[config.mk]
export PLATFORM = sky130hd
export DESIGN_NAME = bc_control_unit
export DESIGN_NICKNAME = d
export VERILOG_FILES = /design/src/rtl/bc_control_unit.sv
export SDC_FILE = /design/constraint.sdc
export NUM_CORES = 1
export LEC_CHECK = 0
export BUFFER_PORTS_ARGS = -buffer_cell sky130_fd_sc_hd__clkbuf_2
export CAP_MARGIN = 10
export CORE_UTILIZATION = 44
export DETAILED_ROUTE_END_ITERATION = 16
export GPL_TIMING_DRIVEN = 0
export HOLD_SLACK_MARGIN = 0.03
export PLACE_DENSITY = 0.83
export RECOVER_POWER = 50
export SLEW_MARGIN = 20
export SYNTH_ARGS = -nofsm -noshare
export SYNTH_HDL_FRONTEND = slang
export SYNTH_SLANG_ARGS = --single-unit
[constraint.sdc]
create_clock -name clk -period 3.1 [get_ports clk]
set_input_delay 0.155 -clock clk [delete_from_list [all_inputs] [get_ports clk]]
set_output_delay 0.155 -clock clk [all_outputs]
set_load 0.01 [all_outputs]
[src/rtl/bc_control_unit.sv]
// Fetch/decode/execute sequencer for the 16-bit basic computer (T0..T6 sequence counter).
// Optional build macro: CTRL_INDIRECT_EN enables the T3 indirect fetch for memory-reference ops.
module bc_control_unit #(
    parameter int unsigned WIDTH = 16
) (
    input  logic             clk,
    input  logic             rst,
    input  logic [WIDTH-1:0] ir,
    input  logic             ac_z,
    input  logic             ac_n,
    input  logic             e,
    input  logic             dr_z,
    input  logic             run_req,
    output logic [2:0]       sc,
    output logic [2:0]       bus_sel,
    output logic             ld_ar,
    output logic             inc_ar,
    output logic             ld_pc,
    output logic             inc_pc,
    output logic             ld_ir,
    output logic             ld_dr,
    output logic             inc_dr,
    output logic             ld_ac,
    output logic             clr_ac,
    output logic             inc_ac,
    output logic             mem_rd,
    output logic             mem_wr,
    output logic             i_flag,
    output logic [2:0]       alu_opsel,
    output logic [1:0]       e_op,
    output logic             halted
);

    typedef enum logic [2:0] {
        StT0 = 3'd0, StT1 = 3'd1, StT2 = 3'd2, StT3 = 3'd3,
        StT4 = 3'd4, StT5 = 3'd5, StT6 = 3'd6
    } tstate_e;

    localparam logic [2:0] BusAr  = 3'd1;
    localparam logic [2:0] BusPc  = 3'd2;
    localparam logic [2:0] BusDr  = 3'd3;
    localparam logic [2:0] BusAc  = 3'd4;
    localparam logic [2:0] BusIr  = 3'd5;
    localparam logic [2:0] BusMem = 3'd7;

    localparam logic [2:0] AluAdd  = 3'b000;
    localparam logic [2:0] AluAnd  = 3'b001;
    localparam logic [2:0] AluPass = 3'b010;
    localparam logic [2:0] AluCma  = 3'b011;
    localparam logic [2:0] AluShr  = 3'b100;
    localparam logic [2:0] AluShl  = 3'b101;
    localparam logic [2:0] AluNop  = 3'b111;

    localparam logic [1:0] EClr  = 2'b01;
    localparam logic [1:0] ECmp  = 2'b10;
    localparam logic [1:0] ELoad = 2'b11;

    localparam logic [2:0] OpAnd = 3'd0;
    localparam logic [2:0] OpAdd = 3'd1;
    localparam logic [2:0] OpLda = 3'd2;
    localparam logic [2:0] OpSta = 3'd3;
    localparam logic [2:0] OpBun = 3'd4;
    localparam logic [2:0] OpBsa = 3'd5;
    localparam logic [2:0] OpIsz = 3'd6;
    localparam logic [2:0] OpReg = 3'd7;

    tstate_e     sc_q, sc_d;
    logic        i_flag_q;
    logic        halted_q;
    logic        hlt_set;
    logic        active;
    logic [2:0]  op;
    logic [11:0] rbits;

    assign op     = ir[14:12];
    assign rbits  = ir[11:0];
    assign active = !rst && !halted_q;
    assign sc     = sc_q;
    assign i_flag = i_flag_q;
    assign halted = halted_q;

    always_comb begin
        case (sc_q)
            StT0:    sc_d = StT1;
            StT1:    sc_d = StT2;
            StT2:    sc_d = StT3;
            StT3:    sc_d = (op == OpReg) ? StT0 : StT4;
            StT4:    sc_d = (op == OpSta || op == OpBun) ? StT0 : StT5;
            StT5:    sc_d = (op == OpIsz) ? StT6 : StT0;
            default: sc_d = StT0;
        endcase
    end

    // Strobes are pure decodes; reset and halt force the whole control word idle.
    always_comb begin
        bus_sel   = 3'd0;
        ld_ar     = 1'b0;
        inc_ar    = 1'b0;
        ld_pc     = 1'b0;
        inc_pc    = 1'b0;
        ld_ir     = 1'b0;
        ld_dr     = 1'b0;
        inc_dr    = 1'b0;
        ld_ac     = 1'b0;
        clr_ac    = 1'b0;
        inc_ac    = 1'b0;
        mem_rd    = 1'b0;
        mem_wr    = 1'b0;
        alu_opsel = AluNop;
        e_op      = 2'b00;
        hlt_set   = 1'b0;
        if (active) begin
            case (sc_q)
                StT0: begin
                    bus_sel = BusPc;
                    ld_ar   = 1'b1;
                end
                StT1: begin
                    mem_rd  = 1'b1;
                    bus_sel = BusMem;
                    ld_ir   = 1'b1;
                    inc_pc  = 1'b1;
                end
                StT2: begin
                    bus_sel = BusIr;
                    ld_ar   = 1'b1;
                end
                StT3: begin
                    if (op == OpReg) begin
                        if (!i_flag_q) begin
                            // Highest set address bit selects the single register op.
                            if (rbits[11])     clr_ac = 1'b1;
                            else if (rbits[10]) e_op = EClr;
                            else if (rbits[9]) begin
                                alu_opsel = AluCma;
                                ld_ac     = 1'b1;
                            end
                            else if (rbits[8]) e_op = ECmp;
                            else if (rbits[7]) begin
                                alu_opsel = AluShr;
                                ld_ac     = 1'b1;
                                e_op      = ELoad;
                            end
                            else if (rbits[6]) begin
                                alu_opsel = AluShl;
                                ld_ac     = 1'b1;
                                e_op      = ELoad;
                            end
                            else if (rbits[5]) inc_ac = 1'b1;
                            else if (rbits[4]) inc_pc = !ac_n;
                            else if (rbits[3]) inc_pc = ac_n;
                            else if (rbits[2]) inc_pc = ac_z;
                            else if (rbits[1]) inc_pc = !e;
                            else if (rbits[0]) hlt_set = 1'b1;
                        end
                    end else begin
`ifdef CTRL_INDIRECT_EN
                        if (i_flag_q) begin
                            mem_rd  = 1'b1;
                            bus_sel = BusMem;
                            ld_ar   = 1'b1;
                        end
`endif
                    end
                end
                StT4: begin
                    case (op)
                        OpAnd, OpAdd, OpLda, OpIsz: begin
                            mem_rd  = 1'b1;
                            bus_sel = BusMem;
                            ld_dr   = 1'b1;
                        end
                        OpSta: begin
                            bus_sel = BusAc;
                            mem_wr  = 1'b1;
                        end
                        OpBun: begin
                            bus_sel = BusAr;
                            ld_pc   = 1'b1;
                        end
                        OpBsa: begin
                            bus_sel = BusPc;
                            mem_wr  = 1'b1;
                            inc_ar  = 1'b1;
                        end
                        default: ;
                    endcase
                end
                StT5: begin
                    case (op)
                        OpAnd: begin
                            alu_opsel = AluAnd;
                            ld_ac     = 1'b1;
                        end
                        OpAdd: begin
                            alu_opsel = AluAdd;
                            ld_ac     = 1'b1;
                            e_op      = ELoad;
                        end
                        OpLda: begin
                            alu_opsel = AluPass;
                            ld_ac     = 1'b1;
                        end
                        OpBsa: begin
                            bus_sel = BusAr;
                            ld_pc   = 1'b1;
                        end
                        OpIsz:   inc_dr = 1'b1;
                        default: ;
                    endcase
                end
                StT6: begin
                    bus_sel = BusDr;
                    mem_wr  = 1'b1;
                    inc_pc  = dr_z;
                end
                default: ;
            endcase
        end
    end

    always_ff @(posedge clk) begin
        if (rst) begin
            sc_q     <= StT0;
            i_flag_q <= 1'b0;
            halted_q <= 1'b0;
        end else if (halted_q) begin
            sc_q <= StT0;
            if (run_req) halted_q <= 1'b0;
        end else begin
            sc_q <= sc_d;
            if (sc_q == StT2) i_flag_q <= ir[15];
            if (hlt_set) halted_q <= 1'b1;
        end
    end

endmodule

Yosys cells after proc, flatten, opt, wreduce, memory -nomap -nowiden
Cells that the tools add are included.

Logic and storage cells: 143. Output and inout port bits: 25. Flip-flop bits (word level): 5.

Bitwise gates (word level): 1. Multiplexer cells: 112. Equality and inequality tests: 13. Reduce and logical (&&, ||, !) cells: 14.

Operators by type and width (number): $mux 1 (78); $pmux 3 s6 (2); $mux 3 (10); $mux 2 (13); $eq 3x3->1 const B (7); $eq 3x2->1 const B (4); $pmux 3 s4 (1); $pmux 3 s3 (1); $pmux 1 s2 (4); $eq 3x1->1 const B (2); $logic_not 3->1 (2); $pmux 3 s2 (1); $reduce_or 2->1 (3); $logic_not 1->1 (4); $pmux 2 s2 (1); $reduce_or 4->1 (1); $pmux 1 s3 (1); $reduce_or 3->1 (1); $reduce_and 2->1 (1); $logic_and 1x1->1 (1); $logic_or 1x1->1 (1); $not 1->1 (1).

Longest topological paths before layout
Word-level depth: 18. Depth in mapped cells: 5.

Least setup slack after synthesis
Ideal clock, no wire load.

Kind: register to output. Start point: register sc_q[0] (netlist: sc[0]). End point: output port mem_rd. Arrival time: 1.474 ns. Stages on the path, launching flop included: 5. Path buffers: 1. Slack: 1.471 ns. Cell sequence: dfxtp_1 -> buf_2 -> or3_1 -> nor4b_2 -> or2_1.

Word-level cells in the longest chain between the ends: 3.

Ends and longest elaborated chain: start, declared (line 67) `tstate_e sc_q, sc_d;`; start signal, assigned (line 224) `sc_q <= StT0;`; start signal, assigned (line 228) `sc_q <= StT0;`; $eq 3x3->1 / $eq 3x1->1 (equally long branches) (line 113) `case (sc_q)`; $pmux 1 s2 * (line 113); $mux 1 * (line 112) `if (active) begin`; end, declared (line 26) `output logic mem_rd,`.

Mark *: on every way between the ends. The rest lies on a longest branch, timed or not.

Worst setup path in the final report
Start point: register sc_q[0] (netlist: sc[0]). End point: output port inc_pc.

Word-level cells in the longest chain between the ends: 3.

Ends and longest elaborated chain: $eq 3x3->1 (tied with other cells) (line 113); $pmux 1 s3 * (line 113); $mux 1 * (line 112); end, declared (line 19) `output logic inc_pc,`.

Marks and branches as above.

==> flow_metrics.env <==
export IMPL_clock_skew_ps=2.79
export IMPL_critical_path_arrival_ps=2170
export IMPL_cts_repair_resized=0
export IMPL_die_height_um=42.8
export IMPL_routed_via_density=5.68
export IMPL_synth_seq_area_share=0.137
export IMPL_post_layout_total_power_mw=0.246
export IMPL_routed_via_count=1011
export IMPL_final_cell_area_um2=996
export IMPL_drt_pre_antenna_iters=4
export IMPL_vdd_ir_drop_max_uv=220
export IMPL_die_area_mm2=0.00183
export IMPL_number_of_cell_rows=14
export IMPL_antenna_diode_count=0
export IMPL_die_width_um=42.8
export IMPL_detail_route_iter0_violations=25
export IMPL_htree_levels=1
export IMPL_nets=186
export IMPL_startpoint_type="register"
export IMPL_whs_ps=135
export IMPL_cts_repair_timing_setup_buffer_count=0
export IMPL_critical_path_peak_fanout=9
export IMPL_core_region_area_mm2=0.00152
export IMPL_hold_buffer_count_at_cts=0
export IMPL_synth_top_cell_area_share=0.137
export IMPL_final_core_utilization=0.654
export IMPL_drv_max_cap_violation_count=0
export IMPL_grt_overflow=0
export IMPL_netlist_area_um2=733
export IMPL_fin_setup_tns_ps=0
export IMPL_number_of_antenna_violations_at_the_first_check_in_global_routing=0
export IMPL_synth_seq_cells=5
export IMPL_synth_commonest_cells="11 x sky130_fd_sc_hd__a21oi_1, 10 x sky130_fd_sc_hd__nor2_1, 9 x sky130_fd_sc_hd__nor3_1"
export IMPL_worst_setup_path_type="reg -> out"
export IMPL_rsz0062_at_grt="false"
export IMPL_cells_after_synthesis=111
export IMPL_post_route_cells_drive_above_1_share=0.278
export IMPL_detail_route_drc_violations=0
export IMPL_gpl_final_weighted_congestion=0.841
export IMPL_synth_top_cell_by_area="sky130_fd_sc_hd__dfxtp_1"
export IMPL_clk_transition_reported_paths_ps=40
export IMPL_detail_route_wl_per_cell_um=12.2
export IMPL_clock_tree_from_tritoncts="yes"
export IMPL_portBuffers=47
export IMPL_clock_insertion_delay_worst_skew_ps=240
export IMPL_dpl_hpwl_um=1750
export IMPL_ys_types=37
export IMPL_synth_nets=134
export IMPL_timing_critical_path_required_ps=2940
export IMPL_fillerInstances=148
export IMPL_timing_final_max_slew_violations=0
export IMPL_min_path_type="in -> reg"
export IMPL_synth_most_common_cell="sky130_fd_sc_hd__a21oi_1"
export IMPL_ioPinCount=48
export IMPL_groute_usage_overall=0.237
export IMPL_max_clock_freq_mhz=430
export IMPL_ys_warnings_count=0
export IMPL_power_per_cell_area_mw_per_mm2=247
export IMPL_asyncSetResetFlopFracSynth=0
export IMPL_cts_sink_count=5
export IMPL_synth_flop_cell="sky130_fd_sc_hd__dfxtp_1"
export IMPL_status="completed"
export IMPL_grt_max_degree=11
export IMPL_ant_nets=0
export IMPL_crit_path_end_kind="output port"
export IMPL_worst_slew_pin_transition_ps=502
export IMPL_start_util=0.481
export IMPL_setup_violations_final=0
export IMPL_area_growth_pct=35.8
export IMPL_power_leakage_nw=0.410
export IMPL_syn_area_per_cell_um2=6.61
export IMPL_max_clock_buf_depth=2
export IMPL_yosys_top_cells_area="sky130_fd_sc_hd__dfxtp_1 14%, sky130_fd_sc_hd__a21oi_1 7.5%, sky130_fd_sc_hd__nor3_1 6.1%, sky130_fd_sc_hd__nand2b_1 5.1%, sky130_fd_sc_hd__nor2_1 5.1%"
export IMPL_fin_crit_ps=2330
export IMPL_tritoncts_num_buffers=3
export IMPL_synth_edf_count=0
export IMPL_worst_slew_margin_rel=0.661
export IMPL_routed_wirelength_um=2180
export IMPL_hold_violations=0
export IMPL_r2r_setup_slk_ps=1310
export IMPL_first_pass_grt_wire_length_um=3510
export IMPL_period_share=0.751
export IMPL_cell_at_the_root_of_the_clock_tree="sky130_fd_sc_hd__clkbuf_4"
export IMPL_first_global_vias=851
export IMPL_dpl_cell_area_um2=988
[worst max-delay path: stages, from the launching register on]
cell and delay, ps:
sky130_fd_sc_hd__dfxtp_1 320, sky130_fd_sc_hd__clkbuf_1 300, sky130_fd_sc_hd__nand3b_1 280, sky130_fd_sc_hd__nor4b_1 510, sky130_fd_sc_hd__o311ai_1 180, sky130_fd_sc_hd__a31oi_1 190
sky130_fd_sc_hd__clkbuf_2 160
[per-layer routing]
metal  up-vias  routed length [um]  GRT usage
li1        516                   -          -
met5         -                   0          0
met4         0                   0     0.0688
met1       459                1030      0.334
met3         0                  94          0
met2        36                1050      0.394
[power breakdown]
group | switching, mW | total (mW) | internal, mW
Combinational | 0.0607 | 0.103 | 0.0419
Clock | 0.0263 | 0.0729 | 0.0466
Sequential | 0.00304 | 0.0709 | 0.0678
[sequential cells by signal, indices dropped and copies added, names as in the netlist]
register and count:
sc 3, halted 1, i_flag 1
[final cells by class]
type	count	area (um2)	area share
clock inverter	1	5.00	0.00503
buffer	8	30.0	0.0302
multi-input combinational	96	588	0.590
timing repair buffer	47	223	0.224
sequential	5	100	0.101
inverter	2	7.51	0.00754
tap	16	20.0	0.0201
clock buffer	3	22.5	0.0226
[kinds of logic after synthesis]
family / count (synthesis) / share of synthesized area
XOR/XNOR: 2 / 0.0239
flip-flops: 5 / 0.137
AND/OR/NAND/NOR: 60 / 0.486
AO/OA/AOI/OAI: 33 / 0.287
multiplexers: 1 / 0.0137
buffers and inverters: 10 / 0.0529
[stage by stage]
step,std cells,setup slack [ps]
after floorplan,111,1470
after global placement,174,1340
after detailed placement,174,1320
after CTS,178,1060
after global routing,178,584
final,178,773
[worst paths after layout]
path | startpoint | cells past startpoint | end
min | rst | 2 | i_flag$_SDFFE_PP0P_
min reg2reg | i_flag$_SDFFE_PP0P_ | 2 | i_flag$_SDFFE_PP0P_
max | sc[0]$_SDFF_PN0_ | 6 | inc_pc
max reg2reg | sc[0]$_SDFF_PN0_ | 5 | halted$_SDFF_PP0_
[placed cells by master, fill, tap and decap left out, types with 2 or more instances in the layout]
master	instances
sky130_fd_sc_hd__a211oi_1	3
sky130_fd_sc_hd__a21o_1	3
sky130_fd_sc_hd__a21oi_1	11
sky130_fd_sc_hd__and3_1	3
sky130_fd_sc_hd__clkbuf_1	17
sky130_fd_sc_hd__clkbuf_2	37
sky130_fd_sc_hd__clkbuf_4	3
sky130_fd_sc_hd__dfxtp_1	5
sky130_fd_sc_hd__inv_1	2
sky130_fd_sc_hd__nand2_1	8
sky130_fd_sc_hd__nand2b_1	6
sky130_fd_sc_hd__nand3_1	3
sky130_fd_sc_hd__nand3b_1	3
sky130_fd_sc_hd__nand4b_1	2
sky130_fd_sc_hd__nor2_1	10
sky130_fd_sc_hd__nor3_1	9
sky130_fd_sc_hd__nor3b_1	2
sky130_fd_sc_hd__nor4_1	2
sky130_fd_sc_hd__nor4b_1	2
sky130_fd_sc_hd__o21a_1	3
sky130_fd_sc_hd__o21ai_0	3
sky130_fd_sc_hd__o21ai_1	3
sky130_fd_sc_hd__o311ai_1	2
sky130_fd_sc_hd__or2_1	2
sky130_fd_sc_hd__or3_1	2
sky130_fd_sc_hd__or3b_1	2
sky130_fd_sc_hd__xor2_1	2
(Power assumes the default switching activity.)
